File: src/rtl/spi_master_pkg.sv
// Shared types and constants for the mode-0 SPI master frame sequencer.
package spi_master_pkg;

  typedef enum logic [2:0] {
    IDLE,
    LEAD,
    SCLK_HI,
    SCLK_LO,
    TRAIL
  } spi_state_e;

  localparam logic SPI_CPOL = 1'b0;
  localparam logic SPI_CPHA = 1'b0;

endpackage

File: src/rtl/spi_master_ctrl_bit_cnt.sv
// Bit-position counter for the SPI frame; held cleared while enable_i is low,
// advances on step_i, and flags the final bit position with last_o.
module spi_bit_cnt #(
  parameter int CNT_W = 3
) (
  input  logic clk_c,
  input  logic reset_r,
  input  logic enable_i,
  input  logic step_i,
  output logic last_o
);

  logic [CNT_W-1:0] cnt_q;
  logic [CNT_W-1:0] cnt_d;

  always_comb begin
    cnt_d = '0;
    if (enable_i) begin
      cnt_d = step_i ? cnt_q + CNT_W'(1) : cnt_q;
    end
  end

  always_ff @(posedge clk_c or posedge reset_r) begin
    if (reset_r) begin
      cnt_q <= '0;
    end else begin
      cnt_q <= cnt_d;
    end
  end

  assign last_o = &cnt_q;

endmodule

File: src/rtl/spi_master_ctrl.sv
// Mode-0 SPI master frame sequencer: FSM, sclk divider, tx/rx shift registers.
// Optional back-to-back framing with cs_n held low: `define SPI_MASTER_BURST_EN.
module spi_master_ctrl
  import spi_master_pkg::*;
#(
  parameter int DATA_W  = 8,
  parameter int CLK_DIV = 4,
  localparam int CNT_W  = $clog2(DATA_W)
) (
  input  logic              clk_c,
  input  logic              reset_r,
  input  logic              start_i,
  input  logic [DATA_W-1:0] tx_data_i,
  output logic              ready_o,
  output logic              busy_o,
  output logic              done_o,
  output logic [DATA_W-1:0] rx_data_o,
  output logic              sclk_o,
  output logic              mosi_o,
  input  logic              miso_i,
  output logic              cs_n_o
);

  localparam int DIV_W = (CLK_DIV > 1) ? $clog2(CLK_DIV) : 1;

  spi_state_e        state_q, state_d;
  logic [DIV_W-1:0]  div_q, div_d;
  logic [DATA_W-1:0] tx_q, tx_d;
  logic [DATA_W-1:0] rx_q, rx_d;
  logic [DATA_W-1:0] rx_data_q, rx_data_d;
  logic              sclk_q, sclk_d;
  logic              mosi_q, mosi_d;
  logic              cs_n_q, cs_n_d;
  logic              done_q, done_d;
  logic              tick;
  logic              accept;
  logic              bit_en;
  logic              bit_step;
  logic              bit_last;

  assign tick = (div_q == DIV_W'(CLK_DIV - 1));

`ifdef SPI_MASTER_BURST_EN
  assign ready_o = (state_q == IDLE) || ((state_q == TRAIL) && tick);
`else
  assign ready_o = (state_q == IDLE);
`endif

  assign accept = start_i && ready_o;
  assign bit_en = (state_q == SCLK_HI) || (state_q == SCLK_LO);

  spi_bit_cnt #(.CNT_W(CNT_W)) u_bit_cnt (
    .clk_c    (clk_c),
    .reset_r  (reset_r),
    .enable_i (bit_en),
    .step_i   (bit_step),
    .last_o   (bit_last)
  );

  always_comb begin
    state_d   = state_q;
    div_d     = (state_q == IDLE || tick) ? '0 : div_q + DIV_W'(1);
    tx_d      = tx_q;
    rx_d      = rx_q;
    rx_data_d = rx_data_q;
    sclk_d    = sclk_q;
    mosi_d    = mosi_q;
    cs_n_d    = cs_n_q;
    done_d    = 1'b0;
    bit_step  = 1'b0;
    unique case (state_q)
      IDLE: begin
        cs_n_d = 1'b1;
        sclk_d = 1'b0;
        if (accept) begin
          tx_d    = tx_data_i;
          cs_n_d  = 1'b0;
          mosi_d  = tx_data_i[DATA_W-1];
          state_d = LEAD;
        end
      end
      LEAD, SCLK_LO: begin
        if (tick) begin
          sclk_d  = 1'b1;
          rx_d    = {rx_q[DATA_W-2:0], miso_i};
          state_d = SCLK_HI;
        end
      end
      SCLK_HI: begin
        if (tick) begin
          sclk_d = 1'b0;
          if (bit_last) begin
            state_d = TRAIL;
          end else begin
            tx_d     = {tx_q[DATA_W-2:0], 1'b0};
            mosi_d   = tx_q[DATA_W-2];
            bit_step = 1'b1;
            state_d  = SCLK_LO;
          end
        end
      end
      TRAIL: begin
        if (tick) begin
          cs_n_d    = 1'b1;
          rx_data_d = rx_q;
          done_d    = 1'b1;
          state_d   = IDLE;
`ifdef SPI_MASTER_BURST_EN
          // Chained frame: chip select never releases between words.
          if (accept) begin
            cs_n_d  = 1'b0;
            tx_d    = tx_data_i;
            mosi_d  = tx_data_i[DATA_W-1];
            state_d = LEAD;
          end
`endif
        end
      end
      default: begin
        state_d = IDLE;
      end
    endcase
  end

  always_ff @(posedge clk_c or posedge reset_r) begin
    if (reset_r) begin
      state_q   <= IDLE;
      div_q     <= '0;
      tx_q      <= '0;
      rx_q      <= '0;
      rx_data_q <= '0;
      sclk_q    <= 1'b0;
      mosi_q    <= 1'b0;
      cs_n_q    <= 1'b1;
      done_q    <= 1'b0;
    end else begin
      state_q   <= state_d;
      div_q     <= div_d;
      tx_q      <= tx_d;
      rx_q      <= rx_d;
      rx_data_q <= rx_data_d;
      sclk_q    <= sclk_d;
      mosi_q    <= mosi_d;
      cs_n_q    <= cs_n_d;
      done_q    <= done_d;
    end
  end

  assign busy_o    = (state_q != IDLE);
  assign done_o    = done_q;
  assign rx_data_o = rx_data_q;
  assign sclk_o    = sclk_q;
  assign mosi_o    = mosi_q;
  assign cs_n_o    = cs_n_q;

endmodule

File: config.mk
export PLATFORM = sky130hd
export DESIGN_NAME = spi_master_ctrl
export DESIGN_NICKNAME = d
export VERILOG_FILES = /design/src/rtl/spi_master_pkg.sv /design/src/rtl/spi_master_ctrl_bit_cnt.sv /design/src/rtl/spi_master_ctrl.sv
export SDC_FILE = /design/constraint.sdc
export NUM_CORES = 1
export LEC_CHECK = 0
export CAP_MARGIN = 10
export CORE_ASPECT_RATIO = 1.2
export CORE_MARGIN = 2
export CORE_UTILIZATION = 45
export CTS_BUF_LIST = sky130_fd_sc_hd__clkbuf_16
export CTS_CLUSTER_DIAMETER = 60
export CTS_CLUSTER_SIZE = 8
export DETAILED_ROUTE_END_ITERATION = 12
export HOLD_SLACK_MARGIN = 0.06
export PLACE_DENSITY = 0.68
export SETUP_SLACK_MARGIN = 0.05
export SLEW_MARGIN = 30
export SYNTH_ARGS = -nofsm -noshare
export SYNTH_HDL_FRONTEND = slang
export SYNTH_SLANG_ARGS = --single-unit
export TNS_END_PERCENT = 20
File: constraint.sdc
create_clock -name clk_c -period 2.55 [get_ports clk_c]
set_clock_uncertainty 0.15 [all_clocks]
set_input_delay 0.3825 -clock clk_c [delete_from_list [all_inputs] [get_ports clk_c]]
set_output_delay 0.3825 -clock clk_c [all_outputs]
set_load 0.005 [all_outputs]
==> summary.txt <==
Clock network
  – Clock latency on the worst-skew pair: roughly 280 ps
  – Setup Buffers After CTS: 0
  – Post-CTS Resized: 0
  – Maximum level of the CTS H-tree: 2
  – CTS max path bufs: 2
  – Cts hold-fix bufs: 0
  – Total clock sinks: 35
  – CTS tree: built
  – Inserted Clock Buffers: 5
  – Clock root buffer master: sky130_fd_sc_hd__clkbuf_16
  – Post-CTS clock slew at the launch and capture registers of the worst setup and hold paths: 60 ps

Place
  – Worst slack at placement: 526 ps
  – Placed Cells incl. Taps: 171
  – # port buffers: 25
  – Dpl hpwl: 1860 um
  – Placer congestion estimate: 0.773

Run
  – Max-cap viol count: 0

Logic synthesis
  – Adder-Cell Fraction of Synth Area: 0.0240
  – Fraction of post-synthesis cell area in the top cell type by area: 0.545
  – Syn Inst Count: 113
  – Mean post-synth cell area: 13.8 um2
  – Leading cell types by total area after synthesis: sky130_fd_sc_hd__dfrtp_1 54%, sky130_fd_sc_hd__mux2_2 22%, sky130_fd_sc_hd__ha_1 2.4%, sky130_fd_sc_hd__dfstp_2 1.7%, sky130_fd_sc_hd__and4bb_2 1.6%
  – Dominant combinational cell family by area after synthesis: multiplexers
  – Fraction of the mapped netlist area in compound gates: 0.0481
  – Post-synthesis async set-or-reset flop share: 1.00
  – Number of warnings issued by yosys: 0
  – Biggest area consumer among synthesized cells: sky130_fd_sc_hd__dfrtp_1
  – Post-synth EDFFs: 0
  – Cell area after synthesis: 1560 um2
  – Multiplexer area fraction after synthesis: 0.223
  – Fraction of the mapped netlist area in simple logic gates: 0.105
  – Proportion of synthesized chip area in sequential cells: 0.562
  – Top flip-flop cell by instance count after synthesis: sky130_fd_sc_hd__dfrtp_1
  – XOR/XNOR share of the synthesized area: 0
  – Synth cell types: 29
  – Synthesized netlist net count: 128
  – Flop and latch count out of synthesis: 35

Floorplan
  – Horizontal die dimension: 57.8 um
  – Count of pins on the block boundary: 26
  – Standard-cell row count: 23
  – Height of the die: slightly below 70 um
  – Die outline area: 3960 um2
  – Starting utilization of the core area: 0.468
  – Core Footprint: 3340 um2

Timing
  – Hold slack: approximately 290 ps
  – Final setup violation count: 0
  – Total count of max-transition violations in the final report: 0
  – Pin slew with the least headroom to its limit: 620 ps
  – Final TNS setup: 0 ps
  – Period minus WS final: 2300 ps
  – RSZ-0062 raised after global routing: no
  – Final critical-path share of the clock period: 0.903
  – Final hold violation count: 0
  – Worst relative slew slack: 0.587
  – FMAX: 0.434 GHz
  – Worst Slack Setup Final: roughly 250 ps

Setup path
  – Type of the setup path with the least slack: reg2out
  – Critical path data arrival time: 1770 ps
  – Element type at the critical path start: flip-flop
  – Buffers plus inverters on the worst setup path: 2
  – Type of destination of the critical path: primary output
  – Sequence of cells on the critical path: nor3_4 -> inv_1 -> clkdlybuf4s50_1
  – Required arrival time at the worst endpoint: 2020 ps
  – Crit-path leading delay family: flip-flops
  – Delay of the slowest critical-path stage: roughly 600 ps
  – Top fanout value on the critical path: 17
  – Slowest stage cell on the critical path: sky130_fd_sc_hd__dfrtp_1

Layout
  – Final nets: 156
  – Number of inserted diodes: 0
  – Post-route insts no fill: around 180
  – Leading cell types in the layout, fill and taps excluded: 34 x sky130_fd_sc_hd__dfrtp_1, 30 x sky130_fd_sc_hd__mux2_2, 25 x sky130_fd_sc_hd__clkdlybuf4s50_1
  – Leading cell type in the layout, fill and taps excluded: sky130_fd_sc_hd__dfrtp_1
  – Area growth, synth to finish: 28.7%
  – Ratio of cells with drive above 1 in the final layout: 0.317

Routing
  – First DRT Iteration DRCs: 37
  – Vias after detailed routing: 952
  – DRC viols: 0
  – DR pass1 iterations: 4
  – Per-cell routed wire length: 15.1 um
  – Vias per cell: 5.32
  – ANT nets after route: 0
  – Wire length after detailed routing: 2710 um

GRT
  – Antenna violations before repair: 0
  – Global-route congestion overflow total: 0
  – Global-route wire length before repair: 4730 um
  – Pin count of the biggest net entering global routing: 36
  – Vias in the first global route: 975
  – Total GRT Usage: 0.162

Hold path
  – Type of the most critical hold path: reg2reg

Power
  – P_leak: 0.923 nW
  – Total power draw: 1.38 mW
  – Total power per unit cell area: approximately 690 nW/um2
  – Maximum vdd drop: 0.832 mV

Run status
  – Result of the run: finished, final reports clean
[report_power, final]
group | internal [mW] | switching, mW | leakage, nW
registers | 0.563 | 0.00428 | 0.439
clock network | 0.556 | 0.219 | 0.0952
logic | 0.0218 | 0.0154 | 0.388
total | 1.14 | 0.239 | 0.923
[cells by family after synthesis]
kind of cell	Yosys count
mux	31
fa+ha+maj	3
buf+inv	9
compound gates	10
flops	35
simple gates	25
[cell type report]
type | instances | area [um2]
inverters | 4 | 15.0
multi-input cells | 69 | 624
clock buffers | 5 | 125
flip-flops and latches | 35 | 877
well taps | 37 | 46.3
repair buffers | 26 | 258
clock inverters | 3 | 63.8
fillers | 273 | 1330
[flip-flops by register name (all words and copies together) (netlist names)]
register and count:
sclk_o 1, rx_q 8, cs_n_o 1, div_q 2, tx_q 7, done_o 1, rx_data_o 8, mosi_o 1
state_q 3, u_bit_cnt.cnt_q 3
[per-stage QoR]
stage	cell area, um2	util
after global placement	1820	0.545
after floorplan	1560	-
final	2010	0.602
after global routing	2010	0.602
after detailed placement	1820	0.545
after CTS	2010	0.602
[synthesized netlist by cell type, types with 2 or more instances]
library cell / count
sky130_fd_sc_hd__dfrtp_1: 34
sky130_fd_sc_hd__mux2_2: 30
sky130_fd_sc_hd__nor2_1: 5
sky130_fd_sc_hd__inv_1: 4
sky130_fd_sc_hd__nand2_1: 4
sky130_fd_sc_hd__buf_4: 3
sky130_fd_sc_hd__ha_1: 3
sky130_fd_sc_hd__nand3_1: 3
sky130_fd_sc_hd__o21ai_0: 3
sky130_fd_sc_hd__a31oi_1: 2
sky130_fd_sc_hd__and4bb_2: 2
sky130_fd_sc_hd__buf_6: 2
sky130_fd_sc_hd__nor3b_1: 2
[path summary, 6_finish.rpt]
path                                         start            to  slack [ps]  cells after the start
min in group asynchronous                  reset_r  rx_data_o[4]         370                      3
worst max register to register  u_bit_cnt.cnt_q[0]       tx_q[6]         530                      5
worst min-delay path                      div_q[0]      div_q[0]         290                      1
worst max-delay path                    state_q[1]        busy_o         250                      3
max in group asynchronous                  reset_r        cs_n_o        1550                      3
worst min register to register            div_q[0]      div_q[0]         290                      1
[routing by layer]
metal	part of all wire	global-route usage
met1	0.44	0.209
met2	0.50	0.247
met3	0.050	0.0578
met4	0.012	0.0698
met5	0	0
(Power assumes the default switching activity.)
